[src/rtl/y86_pkg.sv]
// Shared Y-86 definitions for the instruction loader: icodes, register
// constants, loader state encoding and the icode-to-length table.
package y86_pkg;

  localparam logic [3:0] HALT   = 4'h0;
  localparam logic [3:0] NOP    = 4'h1;
  localparam logic [3:0] RRMOVQ = 4'h2;
  localparam logic [3:0] IRMOVQ = 4'h3;
  localparam logic [3:0] RMMOVQ = 4'h4;
  localparam logic [3:0] MRMOVQ = 4'h5;
  localparam logic [3:0] OPQ    = 4'h6;
  localparam logic [3:0] JXX    = 4'h7;
  localparam logic [3:0] CALL   = 4'h8;
  localparam logic [3:0] RET    = 4'h9;
  localparam logic [3:0] PUSHQ  = 4'hA;
  localparam logic [3:0] POPQ   = 4'hB;

  localparam logic [3:0] RNONE  = 4'hF;

  typedef enum logic [1:0] {
    ST_IDLE = 2'd0,
    ST_EMIT = 2'd1,
    ST_ERR  = 2'd2,
    ST_DONE = 2'd3
  } ldr_state_e;

  // Encoded byte length of an instruction; 0 marks an invalid icode.
  function automatic logic [3:0] instr_len(input logic [3:0] icode);
    logic [3:0] len;
    case (icode)
      HALT, NOP, RET:            len = 4'd1;
      RRMOVQ, OPQ, PUSHQ, POPQ:  len = 4'd2;
      JXX, CALL:                 len = 4'd9;
      IRMOVQ, RMMOVQ, MRMOVQ:    len = 4'd10;
      default:                   len = 4'd0;
    endcase
    return len;
  endfunction

endpackage

[src/rtl/y86_instr_byte_sel.sv]
// Combinational selector: picks byte number byte_idx_i of the Y-86 encoding
// of one instruction (valC emitted most-significant byte first).
module y86_instr_byte_sel
  import y86_pkg::*;
(
  input  logic [3:0]  icode_i,
  input  logic [3:0]  ifun_i,
  input  logic [3:0]  ra_i,
  input  logic [3:0]  rb_i,
  input  logic [63:0] valc_i,
  input  logic [3:0]  byte_idx_i,
  output logic [7:0]  byte_o
);

  logic [7:0] valc_bytes [8];
  logic [3:0] ra_eff;
  logic [3:0] rb_eff;
  logic [2:0] vc_idx;

  genvar gi;
  generate
    for (gi = 0; gi < 8; gi++) begin : g_valc_byte
      assign valc_bytes[gi] = valc_i[63-8*gi -: 8];
    end
  endgenerate

  always_comb begin
    ra_eff = (icode_i == IRMOVQ) ? RNONE : ra_i;
    rb_eff = (icode_i == PUSHQ || icode_i == POPQ) ? RNONE : rb_i;
    vc_idx = 3'd0;
    byte_o = 8'h00;
    if (byte_idx_i == 4'd0) begin
      byte_o = {icode_i, ifun_i};
    end else begin
      case (icode_i)
        IRMOVQ, RMMOVQ, MRMOVQ: begin
          if (byte_idx_i == 4'd1) begin
            byte_o = {ra_eff, rb_eff};
          end else begin
            vc_idx = 3'(byte_idx_i - 4'd2);
            byte_o = valc_bytes[vc_idx];
          end
        end
        JXX, CALL: begin
          vc_idx = 3'(byte_idx_i - 4'd1);
          byte_o = valc_bytes[vc_idx];
        end
        RRMOVQ, OPQ, PUSHQ, POPQ: byte_o = {ra_eff, rb_eff};
        default:                  byte_o = 8'h00;
      endcase
    end
  end

endmodule

[src/rtl/y86_imem_loader.sv]
// Y-86 instruction encoder/loader: serialises accepted descriptors into the
// byte-wide instruction memory. Y86_LOADER_HALT_TERM_EN parks the FSM after halt.
module y86_imem_loader
  import y86_pkg::*;
#(
  parameter int ADDR_W    = 10,
  parameter int MEM_DEPTH = 1024
) (
  input  logic              clk,
  input  logic              rst,
  input  logic              base_load,
  input  logic [ADDR_W-1:0] base_addr,
  input  logic              in_valid,
  output logic              in_ready,
  input  logic [3:0]        in_icode,
  input  logic [3:0]        in_ifun,
  input  logic [3:0]        in_rA,
  input  logic [3:0]        in_rB,
  input  logic [63:0]       in_valC,
  output logic              mem_we,
  output logic [ADDR_W-1:0] mem_addr,
  output logic [7:0]        mem_wdata,
  output logic [ADDR_W-1:0] wr_ptr,
  output logic [15:0]       instr_count,
  output logic              done,
  output logic              err
);

  localparam int CW = ADDR_W + 4;

  ldr_state_e        state_q, state_d;
  // One extra bit so a completely filled memory reads as MEM_DEPTH, not 0.
  logic [ADDR_W:0]   ptr_q, ptr_d;
  logic [15:0]       cnt_q, cnt_d;
  logic              err_q, err_d;
  logic              mem_we_q, mem_we_d;
  logic [ADDR_W-1:0] mem_addr_q, mem_addr_d;
  logic [7:0]        mem_wdata_q, mem_wdata_d;
  logic              done_q, done_d;
  logic [3:0]        icode_q, icode_d;
  logic [3:0]        ifun_q, ifun_d;
  logic [3:0]        ra_q, ra_d;
  logic [3:0]        rb_q, rb_d;
  logic [63:0]       valc_q, valc_d;
  logic [3:0]        len_q, len_d;
  logic [3:0]        idx_q, idx_d;

  logic              accept;
  logic              idle;
  logic              emit;
  logic [3:0]        in_len;
  logic [3:0]        cur_len;
  logic [CW-1:0]     end_addr;
  logic              overflow;
  logic [3:0]        sel_icode, sel_ifun, sel_ra, sel_rb, sel_idx;
  logic [63:0]       sel_valc;
  logic [7:0]        sel_byte;

  assign idle     = (state_q == ST_IDLE);
  assign in_ready = idle && !base_load && !rst;
  assign accept   = in_valid && in_ready;
  assign in_len   = instr_len(in_icode);
  assign end_addr = CW'(ptr_q) + CW'(in_len);
  assign overflow = end_addr > CW'(MEM_DEPTH);

  // Byte 0 goes out on the accept edge, before the fields are captured.
  assign sel_icode = idle ? in_icode : icode_q;
  assign sel_ifun  = idle ? in_ifun  : ifun_q;
  assign sel_ra    = idle ? in_rA    : ra_q;
  assign sel_rb    = idle ? in_rB    : rb_q;
  assign sel_valc  = idle ? in_valC  : valc_q;
  assign sel_idx   = idle ? 4'd0     : idx_q;
  assign cur_len   = idle ? in_len   : len_q;

  y86_instr_byte_sel u_byte_sel (
    .icode_i    (sel_icode),
    .ifun_i     (sel_ifun),
    .ra_i       (sel_ra),
    .rb_i       (sel_rb),
    .valc_i     (sel_valc),
    .byte_idx_i (sel_idx),
    .byte_o     (sel_byte)
  );

  always_comb begin
    state_d     = state_q;
    ptr_d       = ptr_q;
    cnt_d       = cnt_q;
    err_d       = err_q;
    mem_we_d    = 1'b0;
    mem_addr_d  = mem_addr_q;
    mem_wdata_d = mem_wdata_q;
    done_d      = 1'b0;
    icode_d     = icode_q;
    ifun_d      = ifun_q;
    ra_d        = ra_q;
    rb_d        = rb_q;
    valc_d      = valc_q;
    len_d       = len_q;
    idx_d       = idx_q;
    emit        = 1'b0;

    if (base_load && state_q != ST_EMIT) begin
      state_d = ST_IDLE;
      ptr_d   = {1'b0, base_addr};
      cnt_d   = 16'd0;
      err_d   = 1'b0;
    end else begin
      case (state_q)
        ST_IDLE: begin
          if (accept) begin
            icode_d = in_icode;
            ifun_d  = in_ifun;
            ra_d    = in_rA;
            rb_d    = in_rB;
            valc_d  = in_valC;
            len_d   = in_len;
            if (in_len == 4'd0 || overflow) begin
              err_d   = 1'b1;
              state_d = ST_ERR;
            end else begin
              emit    = 1'b1;
              idx_d   = 4'd1;
              state_d = ST_EMIT;
            end
          end
        end
        ST_EMIT: begin
          if (idx_q == len_q) begin
`ifdef Y86_LOADER_HALT_TERM_EN
            state_d = (icode_q == HALT) ? ST_DONE : ST_IDLE;
`else
            state_d = ST_IDLE;
`endif
          end else begin
            emit  = 1'b1;
            idx_d = idx_q + 4'd1;
          end
        end
        default: ;
      endcase
    end

    if (emit) begin
      mem_we_d    = 1'b1;
      mem_addr_d  = ptr_q[ADDR_W-1:0] + ADDR_W'(sel_idx);
      mem_wdata_d = sel_byte;
      if (sel_idx == cur_len - 4'd1) begin
        done_d = 1'b1;
        ptr_d  = ptr_q + (ADDR_W+1)'(cur_len);
        cnt_d  = (cnt_q == 16'hFFFF) ? cnt_q : cnt_q + 16'd1;
      end
    end
  end

  always_ff @(posedge clk) begin
    if (rst) begin
      state_q     <= ST_IDLE;
      ptr_q       <= '0;
      cnt_q       <= '0;
      err_q       <= 1'b0;
      mem_we_q    <= 1'b0;
      mem_addr_q  <= '0;
      mem_wdata_q <= '0;
      done_q      <= 1'b0;
      icode_q     <= '0;
      ifun_q      <= '0;
      ra_q        <= '0;
      rb_q        <= '0;
      valc_q      <= '0;
      len_q       <= '0;
      idx_q       <= '0;
    end else begin
      state_q     <= state_d;
      ptr_q       <= ptr_d;
      cnt_q       <= cnt_d;
      err_q       <= err_d;
      mem_we_q    <= mem_we_d;
      mem_addr_q  <= mem_addr_d;
      mem_wdata_q <= mem_wdata_d;
      done_q      <= done_d;
      icode_q     <= icode_d;
      ifun_q      <= ifun_d;
      ra_q        <= ra_d;
      rb_q        <= rb_d;
      valc_q      <= valc_d;
      len_q       <= len_d;
      idx_q       <= idx_d;
    end
  end

  assign mem_we      = mem_we_q;
  assign mem_addr    = mem_addr_q;
  assign mem_wdata   = mem_wdata_q;
  assign wr_ptr      = ptr_q[ADDR_W-1:0];
  assign instr_count = cnt_q;
  assign done        = done_q;
  assign err         = err_q;

endmodule

[config.mk]
export PLATFORM = sky130hd
export DESIGN_NAME = y86_imem_loader
export DESIGN_NICKNAME = d
export VERILOG_FILES = /design/src/rtl/y86_pkg.sv /design/src/rtl/y86_instr_byte_sel.sv /design/src/rtl/y86_imem_loader.sv
export SDC_FILE = /design/constraint.sdc
export NUM_CORES = 1
export LEC_CHECK = 0
export CORE_MARGIN = 4
export CORE_UTILIZATION = 58
export CTS_CLUSTER_SIZE = 8
export DETAILED_ROUTE_END_ITERATION = 8
export PLACE_DENSITY = 0.9
export SYNTH_ARGS = -nofsm -noshare
export SYNTH_HDL_FRONTEND = slang
export SYNTH_SLANG_ARGS = --single-unit
[constraint.sdc]
create_clock -name clk -period 5.65 [get_ports clk]
set_input_delay 0.565 -clock clk [delete_from_list [all_inputs] [get_ports clk]]
set_output_delay 0.565 -clock clk [all_outputs]
set_load 0.02 [all_outputs]
==> results.toml, run 1 <==
[run_status]
status = "finished clean"

[routing]
ant_nets = 0
firstDrtPassIters = 6
wl_um = 24400
routed-via-count = 8391
drt-initial-drc-count = 1002
viasPerCell = 6.28
drcViolationCount = 0
wl_per_cell_um = 18.2

[clocking]
cts-root-buf = "clkbuf_16"
clock_insertion_delay_worst_skew_ns = 0.43
cts_buffer_depth = 2
cts_buffers = 17
cts_num_sinks = 137
cts_setup_buffers = 0
cts_hold_buf = 0
cts_tree = "done"
ctsHtreeMaxLevel = 4
clkTransAtPathRegs_ns = 0.06
cts-resized-gates = 0

[logic_synthesis]
synth.most_common_cell = "nand2_1"
yosysUniqueCellTypes = 77
ys_top_cells_by_area = "dfxtp_1 (33%), nand2_1 (12%), a21oi_1 (8.3%), mux2i_1 (6.0%), mux4_2 (4.1%)"
syn_area_per_cell_um2 = 7.81
netlist_top_cells_count = "nand2_1 (257), a21oi_1 (137), dfxtp_1 (137)"
ys_seq_area_share_pct = 33.1
synthFlopType = "dfxtp_1"
syn_area_um2 = 8280
synth_top_area_cell = "dfxtp_1"
yosys_warnings = 0
netlist.area_leader.share_pct = 33.1
synth-edff-count = 0
synth_fp_nets = 1172
synth_cells = 1060
yosys_register_bits = 137
postSynth.asyncResetShare_pct = 0

[power]
p_leak_nw = 3.65
swShare_pct = 26.6
p_comb_share_pct = 13.7
p_clk_share_pct = 45.8
intPower_mw = 1.86
seqPwrFrac_pct = 40.6
p_switching_uw = 678
power_density_nw_per_um2 = 249
power_mw = 2.54
ir_drop_mv = 0.198

[critical_path]
max_stage_delay_ns = 0.68
end_kind = "register"
worstPathMaxFanout = 24
startpoint_type = "primary input"
crit_buf_inv = 2
reg2reg_setup_slack_ns = 1.78
cp_common_cell = "nand2_1"
arrival_ns = 4.72
crit_path_top_delay_cell = "clkdlybuf4s50_1"
crit_type = "primary input to register"
crit_required_ns = 6.02
cp_cell_sequence = "clkdlybuf4s50_1 -> nand2b_1 -> o22ai_1 -> ha_1 -> fa_1 -> a31oi_1 -> or4_4 -> nand3_2 -> nand4b_4 -> a21o_2 -> nand2_1 -> nand2_1 -> inv_1 -> a31o_2"
cp_top_family = "simple AND/OR/NAND/NOR gates"

[placement]
portBuffers = 141
placed_area_um2 = 9590
routabilityCongestion = 0.920
dpl.hpwl_um = 16500

[sta]
finalSetupViolCount = 0
tightest_slew_ns = 0.893
max_slew_margin_pct = 40.4
fin_crit_sh_pct = 77.0
fmax_mhz = 230
finalHoldViolCount = 0
min_period_ns = 4.35
rsz0062_at_grt = "false"
clock_skew_ns = 0.0102
drv_slew = 0
finalSetupTns_ns = 0
holdWs_ns = 0.452

[global_route]
grt_max_degree = 83
grt_usage_pct = 29.3
antenna_found_initial = 0
grt_pass1_vias = 7676
overflow = 0
grt_pass1_wl_um = 38700

[floorplan]
coreArea_um2 = 13900
std_cell_rows = 43
fp.dieW_um = 127
die_area_um2 = 16200
pin_count = 142
die-height_um = 127
initial_utilization_pct = 59.4

[finish]
antenna_cells = 0
final_cell_area_um2 = 10200
drive_gt1_share_pct = 8.64
fillers = 1003
syn_to_final_growth_pct = 23.2
multiInputGateArea_um2 = 5090
fin_nets = 1256
seq_area_um2 = 2740
final_util_pct = 73.2

[min_path]
hp-class = "register to register"

[job]
cap_violations = 0
==> routing by layer <==
layer | GRT usage (%) | vias to the layer above | wire, um
li1 | - | 3909 | -
met1 | 37.8 | 3917 | 9610
met2 | 48.9 | 506 | 11900
met3 | 5.06 | 59 | 2230
met4 | 11.5 | 0 | 697
met5 | 0 | - | 0
==> state kept, by name (all words and copies together), names as in the netlist, 3 cells and up <==
register,flops
mem_wdata,8
idx_q,4
len_q,3
instr_count,16
ra_q,4
rb_q,4
mem_addr,10
icode_q,4
ptr_q,11
ifun_q,4
valc_q,64
==> tightest hold or removal path: stages (launching register included) <==
cell and delay (ns):
dfxtp_1 0.31, nand2_1 0.05, a21oi_1 0.05
==> logic make-up after synthesis <==
logic type	synth area share, %
compound gates	21.1
xor+xnor	2.42
buf+inv	5.49
flops	33.1
simple gates	24.0
fa+ha+maj	2.99
mux	10.9
==> metrics by stage <==
| step | worst slack [ns] | std cells |
|---|---|---|
| after CTS | 1.42 | 1337 |
| after global routing | 1.09 | 1337 |
| after floorplan | 1.86 | 1060 |
| after detailed placement | 1.07 | 1305 |
| after global placement | 1.19 | 1305 |
| final | 1.30 | 1337 |
==> area by class of cell <==
type,instances,area share [%]
clock inverters,14,1.69
well taps,180,2.21
clock buffers,18,4.31
multi-input cells,825,49.9
repair buffers,150,14.5
flip-flops and latches,137,26.9
inverters,13,0.478
==> power by group through the flow <==
stage	combinational, mW	sequential, mW	clock [mW]
2_1_floorplan	0.209	1.04	0
3_3_place_gp	0.331	1.05	0
3_5_place_dp	0.338	1.05	0
4_1_cts	0.342	1.03	1.16
5_1_grt	0.373	1.03	1.21
6_report	0.348	1.03	1.16
==> layout by cell type (no fill, tap or decap), types with 4 or more instances in the layout <==
master / synthesis / final
dfxtp_1: 137 / 136
clkinvlp_4: 0 / 5
and3_1: 12 / 12
a22o_1: 4 / 4
nand3_1: 32 / 32
inv_1: 11 / 11
nor3b_1: 9 / 9
nand4_1: 4 / 4
nor3_1: 8 / 8
xnor2_1: 14 / 14
ha_1: 15 / 15
mux2i_1: 50 / 50
a21oi_1: 137 / 137
mux4_2: 15 / 15
xor2_1: 7 / 7
clkdlybuf4s50_1: 0 / 140
or3_2: 4 / 4
buf_4: 12 / 10
clkbuf_16: 0 / 17
nor2_1: 65 / 64
a211oi_1: 20 / 20
o22ai_1: 6 / 6
and2_1: 7 / 7
a31oi_1: 15 / 15
o211ai_1: 10 / 10
a32oi_1: 6 / 6
nor2b_1: 6 / 6
mux2_2: 6 / 6
a21o_1: 6 / 6
a211o_1: 5 / 5
nand2b_1: 11 / 11
o21ai_0: 25 / 25
a31o_2: 4 / 4
nand2_1: 257 / 256
or2_2: 4 / 4
==> worst paths after layout <==
| kind | startpoint | to | cells past startpoint |
|---|---|---|---|
| worst min-delay path | mem_wdata[5] | mem_wdata[5] | 2 |
| worst min register to register | mem_wdata[5] | mem_wdata[5] | 2 |
| worst max-delay path | in_icode[2] | mem_wdata[2] | 14 |
| worst max register to register | state_q[1] | mem_wdata[7] | 10 |
No activity file was read; power rests on OpenSTA's default activity.
==> run 2: changes to the inputs <==
--- a/config.mk
+++ b/config.mk
@@ -6,10 +6,10 @@
 export NUM_CORES = 1
 export LEC_CHECK = 0
 export CORE_MARGIN = 4
-export CORE_UTILIZATION = 58
+export CORE_UTILIZATION = 49
 export CTS_CLUSTER_SIZE = 8
 export DETAILED_ROUTE_END_ITERATION = 8
-export PLACE_DENSITY = 0.9
+export PLACE_DENSITY = 0.82
 export SYNTH_ARGS = -nofsm -noshare
 export SYNTH_HDL_FRONTEND = slang
 export SYNTH_SLANG_ARGS = --single-unit
==> constraint.sdc (replaced) <==
create_clock -name clk -period 3.59 [get_ports clk]
set_input_delay 0.359 -clock clk [delete_from_list [all_inputs] [get_ports clk]]
set_output_delay 0.359 -clock clk [all_outputs]
set_load 0.02 [all_outputs]
==> results.toml, run 2 (synthesized netlist as in run 1, its figures left out) <==
[routing]
wl_per_cell_um = 17.6
wl_met3_um = 2170
wl_um = 25100
firstDrtPassIters = 6
drt-initial-drc-count = 838
dr_wl_met2_um = 12100
routed-via-count = 8544
maxUsedRoutingLayer = "met4"
viasPerCell = 5.98
drcViolationCount = 0
wl_met1_um = 9950
ant_nets = 0

[finish]
fin_nets = 1307
final_common_cell = "nand2_1"
largest_register_ffs = 64
final_util_pct = 64.1
stdcell_count = 1428
top_register = "valc_q"
drive_gt1_share_pct = 12.7
antenna_cells = 0
syn_to_final_growth_pct = 28.3
final_cell_mix = "nand2_1 (256), clkdlybuf4s50_1 (140), a21oi_1 (136), dfxtp_1 (136), nor2_1 (63)"

[sta]
setup_slack_ns = 0.128
holdWs_ns = 0.456
clock_skew_ns = 0.0108
min_period_ns = 3.46
finalSetupViolCount = 0
max_slew_margin_pct = 47.7
drv_slew = 0
finalHoldViolCount = 0
fmax_mhz = 289
tightest_slew_ns = 0.782
fin_crit_sh_pct = 96.4

[power]
ir_drop_mv = 0.352
intPower_mw = 2.81
power_mw = 3.88
p_comb_share_pct = 15.2
power_density_nw_per_um2 = 365
p_leak_nw = 3.88
p_clk_share_pct = 43.0
p_switching_mw = 1.07
swShare_pct = 27.6
seqPwrFrac_pct = 41.9

[global_route]
grt_usage_pct = 26.3
antenna_found_initial = 0
grt_pass1_wl_um = 39900
grt_max_degree = 70
overflow = 0
grt_pass1_vias = 8122

[critical_path]
worstPathMaxFanout = 12
timing.rr.end = "mem_wdata[4]"
end_kind = "register"
r2r_cells = 11
crit_required_ns = 3.90
arrival_ns = 3.78
startpoint_type = "primary input"
crit_type = "primary input to register"
cp_top_family = "compound AO/OA/AOI/OAI gates"
max_stage_delay_ns = 0.57
cp_cell_sequence = "clkdlybuf4s50_1 -> or4b_1 -> o221a_2 -> inv_1 -> ha_4 -> a31o_2 -> a311o_1 -> nand3_2 -> nand4b_4 -> a21oi_4 -> o21ai_4 -> o21a_4 -> a221o_1"
rr_startpoint = "state_q[1]"
crit_path_top_delay_cell = "or4b_1"
crit_buf_inv = 2
reg2reg_setup_slack_ns = 0.46

[floorplan]
pin_count = 142
fp.dieW_um = 138
std_cell_rows = 47
die_area_um2 = 19000
coreArea_um2 = 16600
initial_utilization_pct = 49.9
die-height_um = 138

[clocking]
cts_num_sinks = 137
clkTransAtPathRegs_ns = 0.06
cts_buffers = 17
clock_insertion_delay_worst_skew_ns = 0.43
cts_buffer_depth = 2
cts-root-buf = "clkbuf_16"
ctsHtreeMaxLevel = 4
cts_tree = "done"

[placement]
dpl.hpwl_um = 17800
portBuffers = 141
place_ws_ns = -0.314
routabilityCongestion = 0.942
dp_cells = 1393

[min_path]
whs_endpoint = "mem_addr[9]"
hold_start = "mem_addr[9]"
hp-class = "register to register"
whs_path_depth = 2

[run_status]
status = "finished clean"

[job]
cap_violations = 0
run 2: changes by cell type in the layout (fill, tap and decap cells not counted), moves of 2 or more:
cell       before  now
buf_12          0    2
bufinv_16       3    1
buf_4          10   58
clkinv_4        2    5
run 2: metal layers:
| layer | vias up | track usage [%] |
|---|---|---|
| met5 | - | 0 |
| li1 | 4012 | - |
| met2 | 461 | 44.5 |
| met1 | 3996 | 32.5 |
| met4 | 0 | 11.5 |
| met3 | 75 | 5.15 |
run 2: layout make-up:
type                    count  area, um^2
fillers                  1439        5960
inverters                  13        48.8
flip-flops and latches    137        2740
clock inverters            14         128
well taps                 220         275
clock buffers              18         429
repair buffers            200        1880
multi-input cells         826        5120
run 2: worst reg2reg max path, cell delays in order (launching register included):
cell	delay, ns
dfxtp_1	0.58
or2_2	0.25
nand2_1	0.09
ha_1	0.31
xnor2_2	0.19
buf_4	0.29
mux4_2	0.55
a21oi_1	0.17
a211oi_1	0.09
a21oi_1	0.20
a311o_1	0.22
a21oi_1	0.07
run 2: through the flow:
step	instance area [um^2]	TNS [ns]
floorplan	8280	0
global placement	10000	-5.29
detailed placement	10000	-8.71
CTS	10600	0
global route	10600	-0.0127
finish	10600	0
run 2: worst max-delay path by stage:
stage	startpoint	end	slack, ns	depth (start not counted)
after floorplan	state_q[0]	instr_count[10]	0.02	18
after global placement	in_icode[0]	instr_count[12]	-0.25	13
after detailed placement	in_icode[3]	instr_count[12]	-0.31	15
after CTS	in_icode[0]	mem_wdata[4]	0.11	15
after global routing	in_icode[0]	mem_wdata[5]	-0.01	15
final	in_icode[0]	instr_count[12]	0.13	13
run 2: what timing repair did:
item                                    CTS  global route
hold buffers                              0             0
resized for setup                         0             3
hold endpoints to repair                  0             0
buffers inserted                          0             2
endpoints found under the setup margin    0            15
run 2: power groups by stage:
stage | sequential [mW] | combinational (mW) | clock (mW)
6_report | 1.62 | 0.587 | 1.66
5_1_grt | 1.63 | 0.633 | 1.74
4_1_cts | 1.62 | 0.575 | 1.67
3_5_place_dp | 1.65 | 0.571 | 0
3_3_place_gp | 1.65 | 0.558 | 0
2_1_floorplan | 1.64 | 0.329 | 0
==> run 3: changes to the inputs <==
--- a/config.mk
+++ b/config.mk
@@ -9,7 +9,8 @@
 export CORE_UTILIZATION = 49
 export CTS_CLUSTER_SIZE = 8
 export DETAILED_ROUTE_END_ITERATION = 8
-export PLACE_DENSITY = 0.82
+export PLACE_DENSITY = 0.81
 export SYNTH_ARGS = -nofsm -noshare
 export SYNTH_HDL_FRONTEND = slang
+export SYNTH_HIERARCHICAL = 1
 export SYNTH_SLANG_ARGS = --single-unit
==> results.toml, run 3 <==
[routing]
routed-via-count = 8619
viasPerCell = 5.73
drcViolationCount = 0
ant_nets = 0
wl_per_cell_um = 16.9
firstDrtPassIters = 5
drt-initial-drc-count = 981
wl_um = 25400

[clocking]
cts_buffers = 17
cts_buffer_depth = 2
cts_tree = "done"
cts_hold_buf = 0
ctsHtreeMaxLevel = 4
clock_insertion_delay_worst_skew_ns = 0.43
cts_num_sinks = 137
clkTransAtPathRegs_ns = 0.06
cts-root-buf = "clkbuf_16"

[job]
cap_violations = 0

[critical_path]
crit_start = "in_icode[0]"
r2r_cells = 11
cp_cell_sequence = "clkdlybuf4s50_1 -> mux2_2 -> o21ai_2 -> inv_1 -> ha_4 -> a211oi_2 -> nor3_1 -> o41ai_2 -> a41oi_2 -> o31ai_4 -> buf_6 -> nand3_4 -> buf_4 -> or3_1 -> a21oi_1"
crit_path_top_delay_cell = "clkdlybuf4s50_1"
path_depth = 15
crit_buf_inv = 4
worstPathMaxFanout = 7
max_stage_delay_ns = 0.52
crit_required_ns = 3.94
rr_startpoint = "state_q[1]"
end_kind = "register"
crit_end = "instr_count[7]"
arrival_ns = 3.77
reg2reg_setup_slack_ns = 0.28
startpoint_type = "primary input"
timing.rr.end = "mem_wdata[6]"
crit_type = "primary input to register"
cp_top_family = "compound AO/OA/AOI/OAI gates"

[logic_synthesis]
syn_area_per_cell_um2 = 7.41
yosysUniqueCellTypes = 77
yosys_register_bits = 137
postSynth.asyncResetShare_pct = 0
netlist.area_leader.share_pct = 32.0
synth.most_common_cell = "nand2_1"
ys_top_cells_by_area = "dfxtp_1 (32%), nand2_1 (19%), mux4_2 (8.4%), a21oi_1 (5.5%), nor2_1 (2.5%)"
netlist_top_cells_count = "nand2_1 (436), dfxtp_1 (137), a21oi_1 (94)"
syn_area_um2 = 8580
synth_fp_nets = 1270
synth_cells = 1158
ys_seq_area_share_pct = 32.0
yosys_warnings = 6
synthFlopType = "dfxtp_1"
synth_top_area_cell = "dfxtp_1"
synth-edff-count = 0

[sta]
fin_crit_sh_pct = 95.3
min_period_ns = 3.42
tightest_slew_ns = 1.04
holdWs_ns = 0.361
finalSetupTns_ns = 0
drv_slew = 0
fmax_mhz = 292
finalSetupViolCount = 0
finalHoldViolCount = 0
rsz0062_at_grt = "false"
clock_skew_ns = 0.00695
max_slew_margin_pct = 30.6
setup_slack_ns = 0.168

[global_route]
grt_pass1_vias = 8039
antenna_found_initial = 0
grt_usage_pct = 25.5
overflow = 0
grt_max_degree = 96
grt_pass1_wl_um = 41200

[floorplan]
die_area_um2 = 19700
pin_count = 142
die-height_um = 140
std_cell_rows = 48
initial_utilization_pct = 49.8
fp.dieW_um = 140
coreArea_um2 = 17200

[min_path]
hold_start = "rst"
whs_path_depth = 2
hp-class = "primary input to register"

[placement]
dpl.hpwl_um = 17900
place_ws_ns = -0.506
routabilityCongestion = 0.925
portBuffers = 141
placed_area_um2 = 10200

[finish]
fin_nets = 1378
largest_register_ffs = 64
final_common_cell = "nand2_1"
top_register = "valc_q"
final_cell_area_um2 = 10800
fillers = 1475
final_cell_mix = "nand2_1 (435), clkdlybuf4s50_1 (138), dfxtp_1 (137)"
drive_gt1_share_pct = 11.3
antenna_cells = 0
syn_to_final_growth_pct = 26.4

[run_status]
status = "finished clean"

[power]
ir_drop_mv = 0.355
power_density_nw_per_um2 = 361
power_mw = 3.91
p_leak_nw = 4.20
## run 3: layer usage
layer	part of all wire (%)	up-vias	global-route usage, %
li1	-	4169	-
met1	43	3987	35.3
met2	46	404	39.4
met3	8.4	59	4.98
met4	3.1	0	9.84
met5	0	-	0
## run 3: cells by family (layout without fill, tap and decap cells)
| logic type | Yosys count | after routing | synth area share, % |
|---|---|---|---|
| buffers and inverters | 123 | 244 | 6.59 |
| adders and majority gates | 18 | 18 | 2.89 |
| and+or+nand+nor | 596 | 596 | 29.6 |
| xor gates and xnor gates | 17 | 17 | 1.82 |
| muxes | 54 | 54 | 11.1 |
| DFF | 137 | 137 | 32.0 |
| AOI/OAI and AO/OA | 213 | 213 | 16.1 |
## run 3: metrics by stage
stage                     util [%]  std cells
final                         62.9       1504
after global routing          62.9       1504
after CTS                     62.6       1503
after detailed placement      59.1       1470
after global placement        59.1       1470
after floorplan                  -       1158
## run 3: how the worst min path moves through the flow
stage	to	slack [ns]
final	instr_count[1]	0.36
after global routing	mem_addr[4]	0.39
after CTS	instr_count[1]	0.34
after detailed placement	valc_q[32]	0.45
after global placement	valc_q[48]	0.44
after floorplan	icode_q[0]	0.44
## run 3: cell type report
class	instances	area [um^2]	share of cell area [%]
clock inverter	14	126	1.17
multi-input combinational	898	5360	49.4
sequential	137	2740	25.3
inverter	26	97.6	0.900
timing repair buffer	186	1790	16.5
clock buffer	18	439	4.05
tap	225	282	2.60
## run 3: power by group
group / leakage [nW] / switching, mW / internal (mW)
logic: 2.83 / 0.334 / 0.288
registers: 1.11 / 0.0412 / 1.57
clock network: 0.264 / 0.713 / 0.971
## run 3: repair_timing
| action | 4_1_cts | 5_1_grt |
|---|---|---|
| endpoints found under the setup margin | 21 | 44 |
| resized for setup | 5 | 8 |
| endpoints found under the hold margin | 0 | 0 |
| pin swaps | 3 | 6 |
| buffers inserted | 1 | 1 |
## run 3: worst register-to-register path, delay by kind of cell (launching register included)
kind / cells / cell delay, ns
AO/OA/AOI/OAI: 3 / 0.67
multiplexers: 2 / 0.57
buffers and inverters: 2 / 0.31
adder cells (fa/ha/maj): 1 / 0.74
AND/OR/NAND/NOR: 3 / 0.45
flip-flops: 1 / 0.42
